==> config.mk <==
export PLATFORM = sky130hd
export DESIGN_NAME = sdram_rom_arbiter
export DESIGN_NICKNAME = d
export VERILOG_FILES = /design/src/rtl/sdram_rom_arbiter.sv
export SDC_FILE = /design/constraint.sdc
export NUM_CORES = 1
export LEC_CHECK = 0
export ABC_AREA = 1
export ABC_CLOCK_PERIOD_IN_PS = 9650
export CAP_MARGIN = 20
export CORE_UTILIZATION = 48
export CTS_BUF_LIST = sky130_fd_sc_hd__clkbuf_16
export DETAILED_ROUTE_END_ITERATION = 6
export HOLD_SLACK_MARGIN = 0.1
export PLACE_DENSITY = 0.78
export SYNTH_ARGS = -nofsm -noshare
export SYNTH_HDL_FRONTEND = slang
export SYNTH_SLANG_ARGS = --single-unit
==> constraint.sdc <==
create_clock -name clk -period 9.65 [get_ports clk]
set_clock_uncertainty 0.15 [all_clocks]
set_input_delay 1.4475 -clock clk [delete_from_list [all_inputs] [get_ports clk]]
set_output_delay 1.4475 -clock clk [all_outputs]
set_load 0.005 [all_outputs]
==> src/rtl/sdram_rom_arbiter.sv <==
// sdram_rom_arbiter: shares one SDRAM port between the ioctl ROM download packer and NUM_PORTS round-robin read clients
module sdram_rom_arbiter #(
  parameter int NUM_PORTS  = 4,
  parameter int ADDR_WIDTH = 23
) (
  input  logic                            clk,
  input  logic                            reset,
  input  logic                            ioctl_download,
  input  logic                            ioctl_wr,
  input  logic [ADDR_WIDTH+1:0]           ioctl_addr,
  input  logic [7:0]                      ioctl_data,
  input  logic [NUM_PORTS-1:0]            port_req,
  input  logic [NUM_PORTS*ADDR_WIDTH-1:0] port_addr,
  output logic [NUM_PORTS-1:0]            port_valid,
  output logic [31:0]                     port_q,
  output logic                            dl_overrun,
  output logic [ADDR_WIDTH-1:0]           sdram_addr,
  output logic [31:0]                     sdram_data,
  output logic                            sdram_we,
  output logic                            sdram_req,
  input  logic                            sdram_ack,
  input  logic                            sdram_valid,
  input  logic [31:0]                     sdram_q
);
  localparam int AW = ADDR_WIDTH;
  localparam int IW = NUM_PORTS > 1 ? $clog2(NUM_PORTS) : 1;
  typedef enum logic [1:0] {IDLE, REQ, RD} state_t;
  state_t state_q, state_d;
  logic req_q, req_d, we_q, we_d;
  logic [AW-1:0] addr_q, addr_d;
  logic [31:0] data_q, data_d, rdata_q, rdata_d;
  logic [IW-1:0] grant_q, grant_d, rr_q, rr_d, sel, idx;
  logic hit;
  logic [NUM_PORTS-1:0] pending_q, pending_d, pvalid_q, pvalid_d, clr;
  logic [AW-1:0] paddr_q [NUM_PORTS];
  logic [AW-1:0] paddr_d [NUM_PORTS];
  logic dl_q;
  logic [31:0] pk_data_q, pk_data_d, done_data;
  logic [3:0] pk_lanes_q, pk_lanes_d;
  logic [AW-1:0] pk_addr_q, pk_addr_d, done_addr;
  logic [1:0] lane;
  logic done, flush, pop;
  logic wq_valid_q, wq_valid_d, ovr_q, ovr_d;
  logic [AW-1:0] wq_addr_q, wq_addr_d;
  logic [31:0] wq_data_q, wq_data_d;
  assign lane  = ioctl_addr[1:0];
  assign flush = dl_q && !ioctl_download && |pk_lanes_q;
  always_comb begin
    pk_data_d  = pk_data_q;
    pk_lanes_d = pk_lanes_q;
    pk_addr_d  = pk_addr_q;
    done       = 1'b0;
    done_addr  = pk_addr_q;
    done_data  = pk_data_q;
    if (ioctl_wr) begin
      pk_data_d[{lane, 3'b000} +: 8] = ioctl_data;
      pk_lanes_d[lane]               = 1'b1;
      pk_addr_d                      = ioctl_addr[AW+1:2];
      if (lane == 2'd3) begin
        done       = 1'b1;
        done_addr  = ioctl_addr[AW+1:2];
        done_data  = pk_data_d;
        pk_data_d  = '0;
        pk_lanes_d = '0;
      end
    end else if (flush) begin
      done       = 1'b1;
      pk_data_d  = '0;
      pk_lanes_d = '0;
    end
  end
  // The FSM takes the queued word the cycle it leaves IDLE, so the entry is free while that write is in flight
  always_comb begin
    wq_valid_d = wq_valid_q && !pop;
    wq_addr_d  = wq_addr_q;
    wq_data_d  = wq_data_q;
    ovr_d      = ovr_q;
    if (done) begin
      if (wq_valid_d) ovr_d = 1'b1;
      else begin
        wq_valid_d = 1'b1;
        wq_addr_d  = done_addr;
        wq_data_d  = done_data;
      end
    end
  end
  always_comb begin
    sel = rr_q;
    hit = 1'b0;
    idx = '0;
    for (int k = 1; k <= NUM_PORTS; k++) begin
      idx = IW'((int'(rr_q) + k) % NUM_PORTS);
      if (!hit && pending_q[idx]) begin
        hit = 1'b1;
        sel = idx;
      end
    end
  end
  always_comb begin
    state_d  = state_q;
    req_d    = req_q;
    we_d     = we_q;
    addr_d   = addr_q;
    data_d   = data_q;
    grant_d  = grant_q;
    rr_d     = rr_q;
    rdata_d  = rdata_q;
    pvalid_d = '0;
    clr      = '0;
    pop      = 1'b0;
    case (state_q)
      IDLE: begin
        if (wq_valid_q) begin
          pop     = 1'b1;
          addr_d  = wq_addr_q;
          data_d  = wq_data_q;
          we_d    = 1'b1;
          req_d   = 1'b1;
          state_d = REQ;
        end else if (!ioctl_download && hit) begin
          grant_d = sel;
          rr_d    = sel;
          addr_d  = paddr_q[sel];
          data_d  = '0;
          we_d    = 1'b0;
          req_d   = 1'b1;
          state_d = REQ;
        end
      end
      REQ: begin
        if (sdram_ack) begin
          req_d   = 1'b0;
          state_d = we_q ? IDLE : RD;
        end
      end
      RD: begin
        if (sdram_valid) begin
          rdata_d           = sdram_q;
          pvalid_d[grant_q] = 1'b1;
          clr[grant_q]      = 1'b1;
          state_d           = IDLE;
        end
      end
      default: state_d = IDLE;
    endcase
  end
  always_comb begin
    pending_d = (pending_q & ~clr) | port_req;
    for (int i = 0; i < NUM_PORTS; i++)
      paddr_d[i] = port_req[i] ? port_addr[i*AW +: AW] : paddr_q[i];
  end
  always_ff @(posedge clk or posedge reset) begin
    if (reset) begin
      state_q    <= IDLE;
      req_q      <= 1'b0;
      we_q       <= 1'b0;
      addr_q     <= '0;
      data_q     <= '0;
      grant_q    <= '0;
      rr_q       <= IW'(NUM_PORTS - 1);
      rdata_q    <= '0;
      pvalid_q   <= '0;
      pending_q  <= '0;
      for (int i = 0; i < NUM_PORTS; i++) paddr_q[i] <= '0;
      dl_q       <= 1'b0;
      pk_data_q  <= '0;
      pk_lanes_q <= '0;
      pk_addr_q  <= '0;
      wq_valid_q <= 1'b0;
      wq_addr_q  <= '0;
      wq_data_q  <= '0;
      ovr_q      <= 1'b0;
    end else begin
      state_q    <= state_d;
      req_q      <= req_d;
      we_q       <= we_d;
      addr_q     <= addr_d;
      data_q     <= data_d;
      grant_q    <= grant_d;
      rr_q       <= rr_d;
      rdata_q    <= rdata_d;
      pvalid_q   <= pvalid_d;
      pending_q  <= pending_d;
      for (int i = 0; i < NUM_PORTS; i++) paddr_q[i] <= paddr_d[i];
      dl_q       <= ioctl_download;
      pk_data_q  <= pk_data_d;
      pk_lanes_q <= pk_lanes_d;
      pk_addr_q  <= pk_addr_d;
      wq_valid_q <= wq_valid_d;
      wq_addr_q  <= wq_addr_d;
      wq_data_q  <= wq_data_d;
      ovr_q      <= ovr_d;
    end
  end
  assign sdram_req  = req_q;
  assign sdram_we   = we_q;
  assign sdram_addr = addr_q;
  assign sdram_data = data_q;
  assign port_valid = pvalid_q;
  assign port_q     = rdata_q;
  assign dl_overrun = ovr_q;
endmodule

Yosys cells after proc, flatten, opt, wreduce, memory -nomap -nowiden
Cells that the tools add are included.
{ "word_totals": {"register_bits": 312, "in_bits": 167, "word_cells": 135} }
{ "classes": {"addsub": 5, "n_lt_le_gt_ge": 9, "eq_ne": 6, "shifts": 2, "muxes": 58, "n_bitwise": 7, "n_reduce_logical": 26} }
{ "ops": {"columns": ["cell", "count"], "rows": [
  ["32-bit 2-to-1 mux", 7],
  ["23-bit 2-to-1 mux", 6],
  ["23-bit binary-select mux with 2-bit select", 1],
  ["32-bit bitwise mux", 1],
  ["8-bit by 7-bit variable shift with 32-bit output (first input constant)", 1],
  ["8-bit by 7-bit variable part select with 32-bit output", 1],
  ["1-bit 2-to-1 mux", 21],
  ["4-bit 2-to-1 mux", 5],
  ["2-bit by 3-bit less-than comparator with 1-bit output (second input constant)", 6],
  ["2-bit 2-to-1 mux", 9],
  ["1-bit logical AND", 9],
  ["3-bit AND reduction", 3],
  ["1-bit binary-select mux with 2-bit select", 4],
  ["4-bit bitwise OR", 2],
  ["2-bit AND reduction", 4],
  ["5-bit negator with 7-bit output", 1],
  ["2-bit one-hot mux with 3 select lines", 1],
  ["2-bit nonzero test", 3],
  ["1-bit logical NOT", 5],
  ["2-bit by 1-bit adder with 2-bit output (second input constant)", 2],
  ["2-bit adder (second input constant)", 2],
  ["4-bit bitwise AND", 1],
  ["1-bit demux with 2-bit select", 2],
  ["2-bit equality test (second input constant)", 2],
  ["other kinds (11)", 14]
]} }

Longest topological paths before layout
{ "logic_depth": {"depth_word": 19, "mapped_depth": 17, "depth_no_buf": 14} }

Worst setup path after synthesis
No wires, ideal clock.
{ "synth_timing": {"path_kind": "input to register", "start": "input ioctl_addr[0]", "end": "register wq_addr_q[20]", "arrival_time_ps": 2596, "path_slack_ps": 6772, "cell_stages": 8, "path_buffers": 1, "cell_sequence": "ha_1 -> nor2_1 -> inv_1 -> nand2_1 -> nor2_1 -> clkinv_1 -> clkbuf_1 -> o21ai_0"} }
{ "synth_via": {"elab_chain_cells": 4, "elab_cells_between_ends": 6, "classes_between": "eq/ne (1); mux (4); reduce/logical (1)"} }
{ "synth_lines": {"columns": ["element", "line_no", "rtl"], "rows": [
  ["start: declaration", "10", "input logic [ADDR_WIDTH+1:0] ioctl_addr,"],
  ["2-bit equality test *", "59", "if (lane == 2'd3) begin"],
  ["1-bit 2-to-1 mux", "59", null],
  ["1-bit 2-to-1 mux", "55", "if (ioctl_wr) begin"],
  ["2-bit AND reduction (no source line)", null, null],
  ["end signal: assignment", "190", "wq_addr_q <= wq_addr_d;"],
  ["end: declaration", "44", "logic [AW-1:0] wq_addr_q, wq_addr_d;"]
]} }
Every way passes the cells marked *; elsewhere a longest branch is shown, timed or not.
A chain may end at the register's enable or synchronous reset.

Worst setup path in the final report
{ "layout_timing": {"start": "input ioctl_wr", "end": "register wq_addr_q[4]"} }
{ "layout_via": {"elab_chain_cells": 2, "elab_cells_between_ends": 3, "classes_between": "mux (2); reduce/logical (1)"} }
{ "layout_lines": {"columns": ["element", "line_no", "rtl"], "rows": [
  ["start: declaration", "9", "input logic ioctl_wr,"],
  ["1-bit 2-to-1 mux", "55", null],
  ["2-bit AND reduction (no source line)", null, null]
]} }
Parallel ways exist; a longest one is shown, timed or not.

==> impl_metrics.ini <==
[worst_setup_path]
critPathTopFamily = buffers and inverters
path_cells = clkdlybuf4s50_1, inv_1, nand2_1, nand2_1, nor2_4, clkinv_1, o21ai_0
critPathMaxStageDelay_ns = 0.89
crit_start = ioctl_wr
crit_slowest_cell = nand2_1
critPathArrivalTime_ns = 4.81
path_buf_inv = 3
cp.required_ns = 9.88
path_max_fanout = 46
cpMostUsedCell = nand2_1
crit_type = input pin to register
critPathLaunchType = input pin
endpoint_kind = register
reg2reg_from = pk_lanes_q[1]

[placement]
port_buffers = 260
place_congestion = 0.861
dp_hpwl_mm = 25.9
place_ws_ns = 4.16
dp_cells = 2212
place_area_sq_um = 16900

[floorplanning]
start_util_pct = 49.1
die_h_microns = 174
core.rowCount = 62
die_w_microns = 174
die_area_sq_um = 30300
coreArea_sq_um = 28900
ios = 261

[timing]
setup_violations = 0
period_needed_ns = 4.57
rsz0062_at_grt = no
post-route-period-util_pct = 47.4
slew_headroom_pct = 25.5
timing.final.ws_setup_ns = 5.08
hold_viol = 0
drv_slew = 0
fin_tns_setup_ns = 0
worstMarginPinSlew_ns = 1.12
fmax_ghz = 0.219
holdWs_ns = 0.319

[cts]
cts_buffers = 35
cts.htree.levels = 2
clk_transition_reported_paths_ns = 0.05
hold_buffers = 0
cts_sinks = 312
clkLatencyLatePin_ns = 0.52
tritoncts = done
cts_setup_buffers = 0
root_buffer = clkbuf_16
clockBufferDepth = 3
post_cts_resized = 0

[min_path]
min_from = paddr_q[45]
hold_path_class = register to register

[power_and_ir_drop]
vdd_drop_max_mv = 0.206
total_power_mw = 5.41
p_leak_nw = 8.70
p_per_area_nw_per_um2 = 298

[final_layout]
layout.cells.most_common = nand2_1
drive_gt1_share_pct = 8.41
post-route-util_pct = 62.7
area_delta_synth_final_pct = 27.8
final_area_sq_um = 18100
fin_cells = 2275
n_antenna_cell = 0
final_cell_mix = 675 x nand2_1, 310 x dfrtp_1, 260 x clkdlybuf4s50_1
fin_nets = 2040

[logic_synthesis]
avgSynthCellArea_sq_um = 8.61
synth_top_area_share_pct = 54.6
synth_area_leaders = dfrtp_1 55%, nand2_1 18%, o21ai_0 4.0%
yosysWarnings = 0
synth-seq-area-share_pct = 55.0
synthCells = 1650
ys_ff_latch = 312
synth_nets = 1823
synth_cell_types = 35
synth_area_sq_um = 14200
yosysTopAreaCell = dfrtp_1

[global_routing]
grt_pass1_vias = 11600
grt.overflow.total = 0
use_met3_pct = 4.09
grtUsageTotal_pct = 25.5
antenna_found_initial = 0
grt_pass1_wl_mm = 62.2
grt_max_degree = 179
gr-usage-met2_pct = 40.6
grt-busiest-layer = met2
grt_use_met1_pct = 36.1

[routing]
drc_errors = 0
routedWlPerCell_microns = 16.9
initialDrtViolationCount = 1042
wl_mm = 38.5
ant_nets = 0
dr.pass1.iters = 5
vias = 12100
viasPerCell = 5.34

[run_status]
status = completed

[flow_run]
maxCapViolations = 0
-- routing by layer --
layer / wire length, microns / share of wire (%)
met1: 16900 / 44
met4: 895 / 2.3
met3: 2590 / 6.7
met2: 18100 / 47
met5: 0 / 0
-- sequential cells by signal (all words and copies together), names as in the netlist, 2 cells and up --
signal      flops
grant_q         2
paddr_q        92
pending_q       4
pk_addr_q      23
pk_data_q      32
pk_lanes_q      4
port_q         32
port_valid      4
rr_q            2
sdram_addr     23
sdram_data     32
state_q         2
wq_addr_q      23
wq_data_q      32
-- layout make-up --
type | instances | area (sq um)
Multi-Input combinational cell | 1138 | 5500
Inverter | 106 | 412
Tap cell | 384 | 480
Timing Repair Buffer | 274 | 2770
Clock buffer | 36 | 901
Fill cell | 2388 | 10800
Clock inverter | 25 | 279
Sequential cell | 312 | 7810
-- worst reg2reg max path: cells and delay by family (launching register included) --
family,cells,cell delay [ns]
flops,1,0.35
compound gates,1,0.50
simple gates,5,1.40
buf+inv,2,0.78
-- path summary, 6_finish.rpt --
| check | slack (ns) | cells after the start | to |
|---|---|---|---|
| worst max-delay path | 5.08 | 7 | wq_addr_q[4] |
| max in group asynchronous | 6.47 | 4 | wq_addr_q[12] |
| min in group asynchronous | 1.42 | 3 | pk_addr_q[5] |
| worst max register to register | 6.32 | 8 | wq_addr_q[4] |
| worst min register to register | 0.32 | 2 | paddr_q[45] |
| worst min-delay path | 0.32 | 2 | paddr_q[45] |
-- Yosys cell counts, drive strengths merged --
master and number:
o21ai 116, nor2 51, dfstp 2, a21oi 2, a22oi 1, a31oi 32, a31o 1, mux2 32
nand3 129, nor3 4, inv 104, dfrtp 310, o32ai 1, nand2 694, ha 6, buf 37
o22ai 34, nand4 3, clkinv 2, a22o 32, clkbuf 57
-- report_power, final --
group | leakage, nW | internal, mW | switching, mW
logic | 4.22 | 0.878 | 1.29
registers | 3.88 | 1.66 | 0.220
clock network | 0.608 | 0.838 | 0.526
total | 8.70 | 3.38 | 2.03
-- cell families after synthesis --
group           count (synthesis)  synth area share [%]
flops                         312                  55.0
compound gates                219                  9.24
fa+ha+maj                       6                 0.529
mux                            32                  2.54
simple gates                  881                  26.2
buf+inv                       200                  6.46
Power figures use the tool's default switching activity.
